[src/rtl/addr_decode_err_pkg.sv]
// Shared types and constants for the address-decoder error responder.
package addr_decode_err_pkg;

  typedef enum logic [1:0] {
    IDLE   = 2'd0,
    WDRAIN = 2'd1,
    RESP_R = 2'd2,
    RESP_W = 2'd3
  } err_state_e;

  localparam logic [31:0] DEFAULT_RESP_DATA = 32'hBADCAB1E;

endpackage

[src/rtl/err_resp_fifo.sv]
// Request queue for the error responder: circular buffer with registered
// full/empty/count flags, so the upstream ready never depends on a same-cycle pop.
module err_resp_fifo #(
  parameter int unsigned Depth = 4,
  parameter int unsigned Width = 8
) (
  input  logic                         clk_i,
  input  logic                         rst_ni,
  input  logic                         push_i,
  input  logic                         pop_i,
  input  logic [Width-1:0]             data_i,
  output logic [Width-1:0]             data_o,
  output logic                         full_o,
  output logic                         empty_o,
  output logic [$clog2(Depth+1)-1:0]   count_o
);

  localparam int unsigned PtrWidth = (Depth > 1) ? $clog2(Depth) : 1;
  localparam int unsigned CntWidth = $clog2(Depth + 1);
  localparam logic [PtrWidth-1:0] LastPtr = PtrWidth'(Depth - 1);
  localparam logic [CntWidth-1:0] FullCnt = CntWidth'(Depth);

  logic [Width-1:0]    r_mem [Depth];
  logic [PtrWidth-1:0] r_wr_ptr, r_rd_ptr;
  logic [CntWidth-1:0] r_count, w_count_next;
  logic                r_full, r_empty;
  logic                w_push, w_pop;

  function automatic logic [PtrWidth-1:0] next_ptr(input logic [PtrWidth-1:0] ptr);
    return (ptr == LastPtr) ? '0 : ptr + PtrWidth'(1);
  endfunction

  assign w_push = push_i && !r_full;
  assign w_pop  = pop_i && !r_empty;

  // NOTE: every variable assigned in always_comb gets a default first, so no latch is inferred.
  always_comb begin
    w_count_next = r_count;
    if (w_push && !w_pop) w_count_next = r_count + CntWidth'(1);
    else if (w_pop && !w_push) w_count_next = r_count - CntWidth'(1);
  end

  // NOTE: payload storage is not reset; the pointers and count alone define which entries are live.
  always_ff @(posedge clk_i) begin
    if (w_push) r_mem[r_wr_ptr] <= data_i;
  end

  // NOTE: sequential state uses non-blocking assignments so every register sees pre-edge values.
  always_ff @(posedge clk_i) begin
    if (!rst_ni) begin
      r_wr_ptr <= '0;
      r_rd_ptr <= '0;
      r_count  <= '0;
      r_full   <= 1'b0;
      r_empty  <= 1'b1;
    end else begin
      if (w_push) r_wr_ptr <= next_ptr(r_wr_ptr);
      if (w_pop)  r_rd_ptr <= next_ptr(r_rd_ptr);
      r_count <= w_count_next;
      r_full  <= (w_count_next == FullCnt);
      r_empty <= (w_count_next == '0);
    end
  end

  assign data_o  = r_mem[r_rd_ptr];
  assign full_o  = r_full;
  assign empty_o = r_empty;
  assign count_o = r_count;

endmodule

[src/rtl/addr_decode_err_resp.sv]
// Terminating slave for an address decoder's error port: queues every request,
// drains write data, and answers in order with error responses.
module addr_decode_err_resp
  import addr_decode_err_pkg::*;
#(
  parameter int unsigned IdWidth   = 4,
  parameter int unsigned AddrWidth = 32,
  parameter int unsigned DataWidth = 32,
  parameter int unsigned LenWidth  = 8,
  parameter int unsigned MaxTrans  = 4,
  parameter logic [31:0] RespData  = DEFAULT_RESP_DATA
) (
  input  logic                 clk_i,
  input  logic                 rst_ni,
  input  logic                 req_valid_i,
  output logic                 req_ready_o,
  input  logic [IdWidth-1:0]   req_id_i,
  input  logic [AddrWidth-1:0] req_addr_i,
  input  logic                 req_write_i,
  input  logic [LenWidth-1:0]  req_len_i,
  input  logic                 wdata_valid_i,
  output logic                 wdata_ready_o,
  input  logic                 wdata_last_i,
  output logic                 rsp_valid_o,
  input  logic                 rsp_ready_i,
  output logic [IdWidth-1:0]   rsp_id_o,
  output logic [DataWidth-1:0] rsp_data_o,
  output logic                 rsp_last_o,
  output logic                 rsp_err_o,
  output logic                 rsp_write_o,
  output logic                 busy_o
);

  typedef struct packed {
    logic [IdWidth-1:0]   id;
    logic                 write;
    logic [LenWidth-1:0]  len;
    logic [AddrWidth-1:0] addr;
  } req_entry_t;

  localparam int unsigned EntryWidth = $bits(req_entry_t);
  localparam int unsigned CntWidth   = $clog2(MaxTrans + 1);

  req_entry_t           w_push_entry, w_head, r_cur;
  logic                 w_full, w_empty, w_push, w_pop;
  logic [CntWidth-1:0]  w_count;
  err_state_e           r_state;
  logic [LenWidth-1:0]  r_beat;
  logic                 r_rsp_valid, r_rsp_last, r_rsp_write, r_wdata_ready;
  logic [IdWidth-1:0]   r_rsp_id;
  logic [DataWidth-1:0] r_rsp_data;
  logic                 w_unused_cur;

  assign w_push_entry = '{id: req_id_i, write: req_write_i, len: req_len_i, addr: req_addr_i};
  assign w_push       = req_valid_i && !w_full;
  assign w_pop        = (r_state == IDLE) && !w_empty;

  err_resp_fifo #(
    .Depth (MaxTrans),
    .Width (EntryWidth)
  ) u_req_fifo (
    .clk_i   (clk_i),
    .rst_ni  (rst_ni),
    .push_i  (w_push),
    .pop_i   (w_pop),
    .data_i  (w_push_entry),
    .data_o  (w_head),
    .full_o  (w_full),
    .empty_o (w_empty),
    .count_o (w_count)
  );

  always_ff @(posedge clk_i) begin
    if (!rst_ni) begin
      r_state       <= IDLE;
      r_beat        <= '0;
      r_cur         <= '0;
      r_rsp_valid   <= 1'b0;
      r_rsp_last    <= 1'b0;
      r_rsp_write   <= 1'b0;
      r_rsp_id      <= '0;
      r_rsp_data    <= '0;
      r_wdata_ready <= 1'b0;
    end else begin
      case (r_state)
        IDLE: begin
          if (!w_empty) begin
            r_cur  <= w_head;
            r_beat <= '0;
            if (w_head.write) begin
              r_state       <= WDRAIN;
              r_wdata_ready <= 1'b1;
            end else begin
              r_state     <= RESP_R;
              r_rsp_valid <= 1'b1;
              r_rsp_id    <= w_head.id;
              r_rsp_data  <= DataWidth'(RespData);
              r_rsp_last  <= (w_head.len == '0);
              r_rsp_write <= 1'b0;
            end
          end
        end
        WDRAIN: begin
          if (wdata_valid_i && wdata_last_i) begin
            r_state       <= RESP_W;
            r_wdata_ready <= 1'b0;
            r_rsp_valid   <= 1'b1;
            r_rsp_id      <= r_cur.id;
            r_rsp_data    <= '0;
            r_rsp_last    <= 1'b1;
            r_rsp_write   <= 1'b1;
          end
        end
        RESP_R: begin
          if (rsp_ready_i) begin
            // Last is decided before the increment, so len='1 never wraps the counter.
            if (r_rsp_last) begin
              r_state     <= IDLE;
              r_rsp_valid <= 1'b0;
              r_rsp_last  <= 1'b0;
              r_rsp_id    <= '0;
              r_rsp_data  <= '0;
            end else begin
              r_beat     <= r_beat + LenWidth'(1);
              r_rsp_last <= ((r_beat + LenWidth'(1)) == r_cur.len);
            end
          end
        end
        RESP_W: begin
          if (rsp_ready_i) begin
            r_state     <= IDLE;
            r_rsp_valid <= 1'b0;
            r_rsp_last  <= 1'b0;
            r_rsp_write <= 1'b0;
            r_rsp_id    <= '0;
          end
        end
        default: r_state <= IDLE;
      endcase
    end
  end

  // The address and write flag are kept in the current entry for debug visibility only.
  assign w_unused_cur = ^{r_cur.addr, r_cur.write};

  assign req_ready_o   = !w_full;
  assign wdata_ready_o = r_wdata_ready;
  assign rsp_valid_o   = r_rsp_valid;
  assign rsp_id_o      = r_rsp_id;
  assign rsp_data_o    = r_rsp_data;
  assign rsp_last_o    = r_rsp_last;
  assign rsp_err_o     = r_rsp_valid;
  assign rsp_write_o   = r_rsp_write;
  assign busy_o        = (w_count != '0) || (r_state != IDLE);

endmodule
[config.mk]
export PLATFORM = sky130hd
export DESIGN_NAME = addr_decode_err_resp
export DESIGN_NICKNAME = d
export VERILOG_FILES = /design/src/rtl/addr_decode_err_pkg.sv /design/src/rtl/err_resp_fifo.sv /design/src/rtl/addr_decode_err_resp.sv
export SDC_FILE = /design/constraint.sdc
export NUM_CORES = 1
export LEC_CHECK = 0
export CORE_ASPECT_RATIO = 1.2
export CORE_MARGIN = 1.5
export CORE_UTILIZATION = 57
export CTS_BUF_LIST = sky130_fd_sc_hd__clkbuf_8
export DETAILED_ROUTE_END_ITERATION = 10
export PLACE_DENSITY = 0.87
export SLEW_MARGIN = 20
export SYNTH_ARGS = -nofsm -noshare
export SYNTH_HDL_FRONTEND = slang
export SYNTH_SLANG_ARGS = --single-unit
[constraint.sdc]
create_clock -name clk_i -period 3.43 [get_ports clk_i]
set_clock_uncertainty 0.15 [all_clocks]
set_input_delay 0.686 -clock clk_i [delete_from_list [all_inputs] [get_ports clk_i]]
set_output_delay 0.686 -clock clk_i [all_outputs]
set_load 0.01 [all_outputs]
Yosys cells after proc, flatten, opt, wreduce, memory -nomap -nowiden --
Memory sizes are Yosys's and may differ from the RTL's. A register that Yosys moved wholly into a read port is not among the register bits. Cells that the tools add are included.
Word-level totals: memories 1, bits in writable memories 180, input port bits 51, bits in registers 71, output and inout bits 43, word-level logic and storage cells 117
Operators by class: equality and inequality tests 15, reduce and logical (&&, ||, !) cells 29, bitwise logic cells 1, $add $sub $neg 5, muxes and demuxes 51
Memory list:
- u_req_fifo.r_mem | words 4, bits a word 45, read ports 1, clocked after Yosys merged registers in 1, write ports 1, RTL line err_resp_fifo.sv:23 | logic [Width-1:0] r_mem [Depth];
Operators with widths (number):
- two-way mux 32 bit | 5
- one-hot mux 32 bit (3 select lines) | 1
- two-way mux 4 bit | 6
- two-way mux 8 bit | 3
- two-way mux 2 bit | 10
- two-way mux 1 bit | 17
- != test 2 bit (second input constant) | 8
- one-hot mux 4 bit (4 select lines) | 1
- one-hot mux 8 bit (2 select lines) | 1
- AND reduction 5 bit | 3
- AND reduction 6 bit | 2
- nonzero test 3 bit | 3
- adder 8 x 1 -> 8 bit (second input constant) | 1
- equality test 2 bit (second input constant) | 4
- equality test 8 bit | 1
- logical NOT 8 bit | 1
- one-hot mux 1 bit (4 select lines) | 2
- one-hot mux 2 bit (4 select lines) | 1
- AND reduction 4 bit | 2
- logical AND 1 bit | 7
- two-way mux 3 bit | 2
- nonzero test 2 bit | 3
- adder 2 x 1 -> 2 bit (second input constant) | 2
- logical NOT 1 bit | 4
- other kinds (11) | 11

Longest topological paths before layout --
Gate-level depths: netlist of run 1.
word-level depth 8, depth in mapped cells 8, depth with buffers taken out 7

Hierarchy --
From an unflattened synthesis of run 1, not the netlist that was laid out.
Second synthesis, totals: cell total of the unflattened synthesis 557, area total of the unflattened synthesis 9173.8 um2
By module, submodules not included:
- err_resp_fifo | area each 7211.9 um2, cells each 308, times used 1, seq. area each 5625.4 um2
- addr_decode_err_resp | area each 1961.9 um2, cells each 249, times used 1, seq. area each 620.6 um2

Worst setup path before layout of run 1 --
Ideal clock, no wire load.
kind input to register, from input req_valid_i, to memory u_req_fifo.r_mem[0][32] (netlist name), enable pin, required time 2919 ps, arrival time 1403 ps, path buffers 0, slack 1516 ps, stages on the path 2, library setup time 361 ps, cell sequence nor2b_1 -> and2_1
Between the ends: word-level cells in the longest chain between the ends 4
RTL lines:
- from (decl) | RTL line addr_decode_err_resp.sv:15 | input logic req_valid_i,
- logical AND 1 bit | RTL line addr_decode_err_resp.sv:55 | assign w_push = req_valid_i && !w_full;
- logical AND 1 bit | RTL line err_resp_fifo.sv:33 | assign w_push = push_i && !r_full;
- two-way mux 1 bit | RTL line err_resp_fifo.sv:45 | if (w_push) r_mem[r_wr_ptr] <= data_i;
- two-way mux 1 bit (not written as such) | RTL line err_resp_fifo.sv:45
- to (decl) | RTL line err_resp_fifo.sv:23
No other way between the ends.

Worst setup path after layout of run 1 --
from register r_state[0], to output busy_o
Between the ends: word-level cells in the longest chain between the ends 2
RTL lines:
- from (decl) | RTL line addr_decode_err_resp.sv:47 | err_state_e r_state;
- from (signal assigned) | RTL line addr_decode_err_resp.sv:75 | r_state <= IDLE;
- from (signal assigned) | RTL line addr_decode_err_resp.sv:91 | r_state <= WDRAIN;
- from (signal assigned) | RTL line addr_decode_err_resp.sv:94 | r_state <= RESP_R;
- nonzero test 2 bit | RTL line addr_decode_err_resp.sv:154 | assign busy_o = (w_count != '0) || (r_state != IDLE);
- logical OR 1 bit | RTL line addr_decode_err_resp.sv:154
- to (decl) | RTL line addr_decode_err_resp.sv:31 | output logic busy_o
No other way between the ends.

==> metrics.txt, run 1 <==
Top Ports=94; Post-synth EDFFs=52; Initial Utilization=0.596; die width=82.8 µm; drt drc=0; Final Non-Filler Cells=503; TritonCTS clock tree=yes; total grt overflow=0; Synth Area per Inst=11.5 µm²; startpoint types=flip-flop; RSZ-0062 raised after global routing=false; CP peak stage delay=0.50 ns; actual slew at the worst max-slew pin=0.726 ns; Die Span Y=98.8 µm; final hold vios=0; crit path kind=reg -> out; CTS Buffer Depth=2; Peak Freq=0.357 GHz; largest family of logic cells by synthesized area=simple AND/OR/NAND/NOR gates; synthesized flop and latch total=94; Syn-to-layout area delta=12.3%; pre-CTS worst setup slack=0.654 ns; core area=7320 µm²; Main synth FF type=edfxtp_1; simple-gate share of the synthesized area=0.131; post-synth cell types=48; Slowest cell on crit path=ha_1; Final WS setup=0.628 ns; Synth Area in Compound Gates=0.0846; CTS Sinks=94; slew margin rel.=0.516; die area=8190 µm²; first-pass GRT wire length=13.2 mm; Nets=473; period utilization=0.817; DR iter-0 viols=146; Synth Area in Adders=0.0402; R2R Setup Slk=0.94 ns; input/output buffers=48; Vias/cell=5.58; Worst-Skew Late Latency=0.36 ns; dpl cells=487; number of global-route vias before repair=2743; clock-pin slew on the worst setup and hold paths=0.10 ns; wire per inst=15.6 µm; critical-path maximum fanout=15; # fillers=529; Final Max Tran Viols=0; Peak VDD IR=0.000417 V; clk root buf=clkbuf_8; critical-path cell list=inv_1 -> ha_1 -> nand3b_1 -> clkdlybuf4s50_1; Syn Inst Count=379; htree depth=3; Post-CTS Setup Bufs=0; GP Congestion=0.888; Post-CTS Hold Buffers=0; via count=2806; Critical Path RT=2.59 ns; min-delay worst type=reg -> reg; synthesized area=4360 µm²; initial antenna violation count=0; TNS Setup=0 ns; HPWL Detailed=5.57 mm; total CTS buffers=9; share of post-route cells with drive strength above 1=0.0775; Post-DRT Antenna Nets=0; mux cell area share after synthesis=0.0878; cts repair resizes=0; ys async rst share=0; yosys warns=0; Arr. time, crit path=1.97 ns; pin count of the biggest net entering global routing=38; Pwr Density=719 nW/µm²; xor/xnor cell area share of the yosys netlist=0.0241; Inserted Diodes=0; max cap viols=0; post-synthesis sequential area ratio=0.551; drt first pass iters=5; # rows=34; routed wire length=7.85 mm; Pleak=0.00177 µW; Finish-stage setup viols=0; Crit. End Element=primary output; outcome=completed; GRT Overall Usage=0.204; Tmin final=2.80 ns
==> critical path, delay by kind of cell (launching register included) <==
| kind | cells | cell delay, ns |
|---|---|---|
| buffers and inverters | 2 | 0.61 |
| AND/OR/NAND/NOR | 1 | 0.14 |
| adder cells (fa/ha/maj) | 1 | 0.50 |
| flip-flops | 1 | 0.35 |
==> routing by layer <==
metal | wire length, µm | GRT usage
met1 | 3270 | 0.250
met2 | 4060 | 0.354
met4 | 153 | 0.0795
met5 | 0 | 0
met3 | 377 | 0.0444
==> state kept, by name, summed over array words and instances, names as in the netlist, 2 cells and up, named ones only <==
register and flops:
u_req_fifo.count_o 3, u_req_fifo.r_rd_ptr 2, u_req_fifo.r_wr_ptr 2, u_req_fifo.r_mem 52, r_beat 8, r_state 2
rsp_id_o 4, r_cur 12
==> per-stage QoR <==
stage	power (µW)	cell area [µm²]	util	hold WS [ns]
detailed placement	2860	4710	0.644	0.304
global route	3740	4900	0.669	0.346
floorplan	2490	4410	-	0.286
CTS	3540	4900	0.669	0.317
finish	3520	4900	0.669	0.314
global placement	2800	4710	0.644	0.292
==> cell usage in the layout, fill, tap and decap left out, types with 2 or more instances in the layout <==
cell	count
conb_1	13
mux2i_1	6
nand2b_1	4
nor3_1	6
nor2b_1	5
clkdlybuf4s50_1	48
o21ai_1	7
and2_1	5
inv_1	10
o21a_1	2
nand3_1	5
inv_6	3
clkinv_4	2
nand4_1	2
mux4_2	8
buf_4	3
dfxtp_1	42
nand2_1	46
a31oi_1	4
o21ai_0	12
a21oi_1	33
o2111ai_1	2
nor2_1	24
clkbuf_8	9
ha_1	14
mux4_1	5
xor2_1	4
or3_1	4
a211oi_1	2
and4_1	3
and3_1	3
nor4_1	2
edfxtp_1	52
xnor2_1	8
==> power breakdown <==
part / internal (µW) / switching (µW)
Clock: 279 / 412
Combinational: 629 / 689
Sequential: 1370 / 137
Total: 2280 / 1240
==> path summary, 6_finish.rpt <==
path / cells after the start / endpoint / startpoint
worst max-delay path: 4 / busy_o / r_state[0]$_SDFFE_PN0P_
worst max register to register: 6 / r_beat[4]$_SDFFE_PN0P_ / r_state[0]$_SDFFE_PN0P_
worst min register to register: 2 / r_cur[42]$_SDFFE_PN0P_ / r_cur[42]$_SDFFE_PN0P_
worst min-delay path: 2 / r_cur[42]$_SDFFE_PN0P_ / r_cur[42]$_SDFFE_PN0P_
==> cell usage after synthesis, types with 3 or more instances <==
master    instances  area [µm²]
mux4_2            8         180
mux2i_1           6        60.1
nor2_1           24        90.1
nor2b_1           5        31.3
buf_4            32         240
nand2b_1          4        25.0
and2_1            5        31.3
mux4_1            5         131
nand2_1          46         173
edfxtp_1         52        1560
nand3_1           5        25.0
o21ai_0          12        60.1
xor2_1            4        35.0
ha_1             14         175
and4_1            3        26.3
o21ai_1           7        35.0
xnor2_1           8        70.1
a21oi_1          33         165
or3_1             4        25.0
inv_1            10        37.5
and3_1            3        18.8
nor3_1            6        30.0
a31oi_1           4        25.0
dfxtp_1          42         841
clkbuf_1          7        26.3
==> cell type report <==
class                   instances  area, µm²  area share
well taps                      90        113      0.0230
clock inverters                 7       62.6      0.0128
repair buffers                 51        503       0.103
multi-input cells             241       1650       0.337
clock buffers                   9        124      0.0253
flip-flops and latches         94       2400       0.490
inverters                      11       41.3     0.00843
==> kinds of logic after synthesis <==
| family | Yosys count |
|---|---|
| compound gates | 66 |
| xor+xnor | 12 |
| fa+ha+maj | 14 |
| buf+inv | 56 |
| flops | 94 |
| mux | 20 |
| other cells | 1 |
| simple gates | 116 |
Power figures use the tool's default switching activity.
==> inputs of run 2 (changes only) <==
CORE_UTILIZATION = 53   (was 57)
PLACE_DENSITY = 0.82   (was 0.87)
clock period = 2.65 ns   (was 3.43 ns; I/O delays follow)
==> run 2 against run 1 <==
Critical path type unchanged. Worst hold slack improved by 0.0016 ns. Die area increased by 7.3%. Register-to-register slack got worse by 0.53 ns. Global-route usage decreased by 1.2 points.
==> metrics.txt, run 2 (same netlist as run 1, synthesis figures left out) <==
largest registers=u_req_fifo.r_mem (52), r_cur (12), r_beat (8) (unchanged); die area=8780 µm² (was 8190 µm²); htree depth=3 (unchanged); cts repair resizes=0 (unchanged); slew margin rel.=0.578 (was 0.516); Critical Path RT=1.97 ns (was 2.59 ns); die width=85.8 µm (was 82.8 µm); Inserted Diodes=0 (unchanged); Top Ports=94 (unchanged); clk root buf=clkbuf_8 (unchanged); Post-CTS Setup Bufs=0 (unchanged); final hold vios=0 (unchanged); startpoint types=flip-flop (unchanged); Die Span Y=102 µm (was 98.8 µm); first-pass GRT wire length=12.9 mm (was 13.2 mm); outcome=completed (unchanged); via count=2866 (was 2806); Vias/cell=5.54 (was 5.58); TritonCTS clock tree=yes (unchanged); clock-pin slew on the worst setup and hold paths=0.10 ns (about the same); HPWL Detailed=5.52 mm (was 5.57 mm); period utilization=0.940; max cap viols=0 (unchanged); routed wire length=7.97 mm (was 7.85 mm); drt drc=0 (unchanged); most common cell after layout, fill and taps aside=edfxtp_1 (unchanged); Peak Freq=0.401 GHz; Initial Utilization=0.541 (was 0.596); Area after DPL=4790 µm² (was 4710 µm²); actual slew at the worst max-slew pin=0.633 ns (was 0.726 ns); # fillers=604 (was 529); core area=8060 µm² (was 7320 µm²); pin count of the biggest net entering global routing=38 (unchanged); Nets=482 (was 473); wire per inst=15.4 µm (was 15.6 µm); Final Max Tran Viols=0 (unchanged); initial antenna violation count=0 (unchanged); Post-Layout Inst Area=5000 µm² (was 4900 µm²); crit path kind=reg -> out (unchanged); DR iter-0 viols=215 (was 146); Finish-stage setup viols=0 (unchanged); CTS Sinks=94 (unchanged); critical-path maximum fanout=5 (was 15); total grt overflow=0 (unchanged); total CTS buffers=9 (unchanged); Arr. time, crit path=1.81 ns (was 1.97 ns); TNS Setup=0 ns (unchanged); most flop-heavy register=u_req_fifo.r_mem (unchanged); Pleak=0.00183 µW (was 0.00177 µW); RSZ-0062 raised after global routing=false (unchanged); drt first pass iters=4 (was 5); Pwr Density=946 nW/µm² (was 719 nW/µm²); GP Congestion=0.880 (was 0.888); Crit. End Element=primary output (unchanged); Post-CTS Hold Buffers=0 (unchanged); min-delay worst type=reg -> reg (unchanged); Syn-to-layout area delta=14.8% (was 12.3%); Worst-Skew Late Latency=0.35 ns (was 0.36 ns); Peak VDD IR=0.000546 V (was 0.000417 V); CTS Buffer Depth=2 (unchanged); share of post-route cells with drive strength above 1=0.0972 (was 0.0775); most frequent cells in the layout=edfxtp_1, clkdlybuf4s50_1, nand2_1 (unchanged); Post-DRT Antenna Nets=0 (unchanged); GRT Overall Usage=0.192 (was 0.204); Largest register FFs=52 (unchanged); # rows=36 (was 34); Tmin final=2.49 ns; number of global-route vias before repair=2737 (was 2743); input/output buffers=48 (unchanged)
-- run 2: cell count changes in the layout (fill, tap and decap cells not counted) --
cell,previous run,this run
inv_6,3,2
bufinv_16,0,2
clkinv_4,2,0
clkinv_2,0,1
clkinvlp_2,0,1
buf_4,3,12
inv_8,1,0
-- run 2: report_power, final --
group          total, µW  leakage, µW  internal (µW)  switching, µW
Clock               1030     0.000106            534            499
Combinational       1740     0.000905            842            896
Sequential          1960     0.000820           1780            185
-- run 2: layout make-up --
type,instances,area (µm²),share of cell area
tap,95,119,0.0238
inverter,11,41.3,0.00825
clock inverter,7,95.1,0.0190
clock buffer,9,124,0.0248
sequential,94,2400,0.480
timing repair buffer,60,571,0.114
multi-input combinational,241,1650,0.330
-- run 2: worst max-delay path, cell delays in order (launching register included) --
cell and delay (ns):
dfxtp_1 0.40, inv_1 0.10, ha_1 0.31, nand3b_1 0.12, clkdlybuf4s50_1 0.53
-- run 2: path summary, 6_finish.rpt --
path | from | to | slack [ns] | depth (start not counted)
worst max-delay path | r_state[0]$_SDFFE_PN0P_ | busy_o | 0.16 | 4
worst min-delay path | r_cur[41]$_SDFFE_PN0P_ | r_cur[41]$_SDFFE_PN0P_ | 0.32 | 2
worst max register to register | r_state[0]$_SDFFE_PN0P_ | r_beat[4]$_SDFFE_PN0P_ | 0.41 | 7
worst min register to register | r_cur[41]$_SDFFE_PN0P_ | r_cur[41]$_SDFFE_PN0P_ | 0.32 | 2
-- run 2: per-stage QoR --
step | total power (µW) | hold WS, ns | setup WS, ns | utilization | instances
floorplan | 3220 | 0.286 | 0.752 | - | 391
global placement | 3650 | 0.292 | 0.355 | 0.594 | 501
detailed placement | 3720 | 0.303 | 0.332 | 0.594 | 501
CTS | 4750 | 0.316 | 0.139 | 0.621 | 517
global route | 5010 | 0.332 | 0.0895 | 0.621 | 517
finish | 4730 | 0.316 | 0.158 | 0.621 | 517
-- run 2: per-layer routing --
layer	vias up	wire length, µm	part of all wire	global-route usage
li1	1386	-	-	-
met3	16	363	0.046	0.0267
met4	0	165	0.021	0.0943
met1	1364	3240	0.41	0.223
met5	-	0	0	0
met2	100	4190	0.53	0.347
==> inputs of run 3 (changes only) <==
CORE_UTILIZATION = 51   (was 53)
CTS_BUF_LIST = sky130_fd_sc_hd__clkbuf_8 sky130_fd_sc_hd__clkbuf_16   (was sky130_fd_sc_hd__clkbuf_8)
PLACE_DENSITY = 0.79   (was 0.82)
==> run 3 against run 2 <==
Combinational power is essentially flat. First-iteration DRC count shrank 4.2%. Power shrank 2.0%. Clock-buffer cell count is the same. Sequential share of layout area is the same. Sequential cell count is the same. Worst hold slack lost 0.0015 ns. Cell area is the same. Fmax shrank 1.3%. Global-route usage shrank 1.7 points. Utilization shrank 1.0 points. Sequential power is essentially flat. Largest cell class unchanged. Largest power group unchanged.
==> metrics.txt, run 3 (same netlist as run 1, synthesis figures left out) <==
actual slew at the worst max-slew pin=0.645 ns (was 0.633 ns); Worst-Skew Late Latency=0.36 ns (was 0.35 ns); TritonCTS clock tree=yes (unchanged); Pwr Density=927 nW/µm² (was 946 nW/µm²); Final WS setup=0.124 ns (was 0.158 ns); most flop-heavy register=u_req_fifo.r_mem (unchanged); cts repair resizes=0 (unchanged); GP Congestion=0.897 (was 0.880); start of the worst register-to-register path=r_state[0]$_SDFFE_PN0P_ (unchanged); htree depth=3 (unchanged); Peak Freq=0.396 GHz (was 0.401 GHz); Pleak=0.00182 µW (was 0.00183 µW); clk root buf=clkbuf_8 (unchanged); Vias/cell=5.16 (was 5.54); number of global-route vias before repair=2657 (was 2737); TNS Setup=0 ns (unchanged); Die Span Y=104 µm (was 102 µm); Crit. End Element=primary output (unchanged); RSZ-0062 raised after global routing=false (unchanged); Peak VDD IR=0.000480 V (was 0.000546 V); critical-path maximum fanout=6 (was 5); die area=9120 µm² (was 8780 µm²); pre-CTS worst setup slack=0.273 ns (was 0.332 ns); Post-CTS Setup Bufs=0 (unchanged); pin count of the biggest net entering global routing=38 (unchanged); drt first pass iters=4 (unchanged); core area=8200 µm² (was 8060 µm²); most common cell after layout, fill and taps aside=edfxtp_1 (unchanged); Hold Path Origin=r_cur[41]$_SDFFE_PN0P_ (unchanged); most frequent cells in the layout=edfxtp_1, clkdlybuf4s50_1, nand2_1 (unchanged); wire per inst=14.1 µm (was 15.4 µm); Final Non-Filler Cells=535 (was 517); crit path launch=r_state[0]$_SDFFE_PN0P_ (unchanged); Tmin final=2.53 ns (was 2.49 ns); clock-pin slew on the worst setup and hold paths=0.10 ns (about the same); Nets=481 (was 482); DR iter-0 viols=206 (was 215); Syn-to-layout area delta=14.8% (unchanged); Hold WS=0.314 ns (was 0.316 ns); share of post-route cells with drive strength above 1=0.0950 (was 0.0972); Post-CTS Hold Buffers=0 (unchanged); total CTS buffers=9 (unchanged); Final Max Tran Viols=0 (unchanged); total grt overflow=0 (unchanged); CTS Sinks=94 (unchanged); die width=87.4 µm (was 85.8 µm); first-pass GRT wire length=12.4 mm (was 12.9 mm); final core utilization=0.611 (was 0.621); Post-DRT Antenna Nets=0 (unchanged); Inserted Diodes=0 (unchanged); crit path kind=reg -> out (unchanged); outcome=completed (unchanged); min-delay worst type=reg -> reg (unchanged); via count=2759 (was 2866); Arr. time, crit path=1.85 ns (was 1.81 ns); final hold vios=0 (unchanged); startpoint types=flip-flop (unchanged); dpl cells=519 (was 501); largest registers=u_req_fifo.r_mem (52), r_cur (12), r_beat (8) (unchanged); Finish-stage setup viols=0 (unchanged); input/output buffers=48 (unchanged); GRT Overall Usage=0.175 (was 0.192); # rows=36 (unchanged); drt drc=0 (unchanged); Critical Path RT=1.97 ns (about the same); initial antenna violation count=0 (unchanged); HPWL Detailed=5.35 mm (was 5.52 mm); # fillers=642 (was 604); max cap viols=0 (unchanged); routed wire length=7.54 mm (was 7.97 mm); Top Ports=94 (unchanged); CTS Buffer Depth=2 (unchanged); Hold Path Cell Cnt=2 (unchanged); Initial Utilization=0.532 (was 0.541); period utilization=0.953 (was 0.940); Largest register FFs=52 (unchanged); slew margin rel.=0.569 (was 0.578); Worst R2R Path Depth=7 (unchanged)
==> run 3: cell types whose count changed in the layout (fill, tap and decap cells not counted), sizes merged <==
| cell | delta |
|---|---|
| buf | -1 |
| bufinv | -1 |
| inv | +1 |
==> run 3: worst paths after layout <==
path,to,slack [ns]
setup / recovery,busy_o,0.12
hold / removal,r_cur[41]$_SDFFE_PN0P_,0.31
hold reg to reg,r_cur[41]$_SDFFE_PN0P_,0.31
setup reg to reg,r_beat[6]$_SDFFE_PN0P_,0.27
==> run 3: metrics by stage <==
step                      cell area [µm²]  total power (µW)
after floorplan                      4410              3220
after global placement               4800              3650
after detailed placement             4800              3710
after CTS                            5000              4670
after global routing                 5000              4920
final                                5000              4640
==> run 3: report_power, final <==
group | internal (µW) | switching [µW] | leakage (µW)
Clock | 448 | 513 | 0.0000982
Combinational | 839 | 881 | 0.000901
Sequential | 1780 | 178 | 0.000820
==> run 3: cell type report <==
cell class | instances | area [µm²] | area share
Multi-Input combinational cell | 241 | 1650 | 0.330
Sequential cell | 94 | 2400 | 0.480
Tap cell | 114 | 143 | 0.0285
Inverter | 11 | 41.3 | 0.00825
Timing Repair Buffer | 59 | 563 | 0.112
Clock buffer | 9 | 124 | 0.0248
Clock inverter | 7 | 78.8 | 0.0157
==> run 3: critical path, cell delays in order (launching register included) <==
cell and delay, ns:
dfxtp_1 0.40, inv_1 0.10, ha_1 0.32, nand3b_1 0.13
clkdlybuf4s50_1 0.54
==> run 3: metal layers <==
metal,GRT usage,wire length [µm],share of wire
met4,0.0771,152,0.020
met1,0.220,3240,0.43
met3,0.0230,305,0.040
met5,0,0,0
met2,0.296,3840,0.51
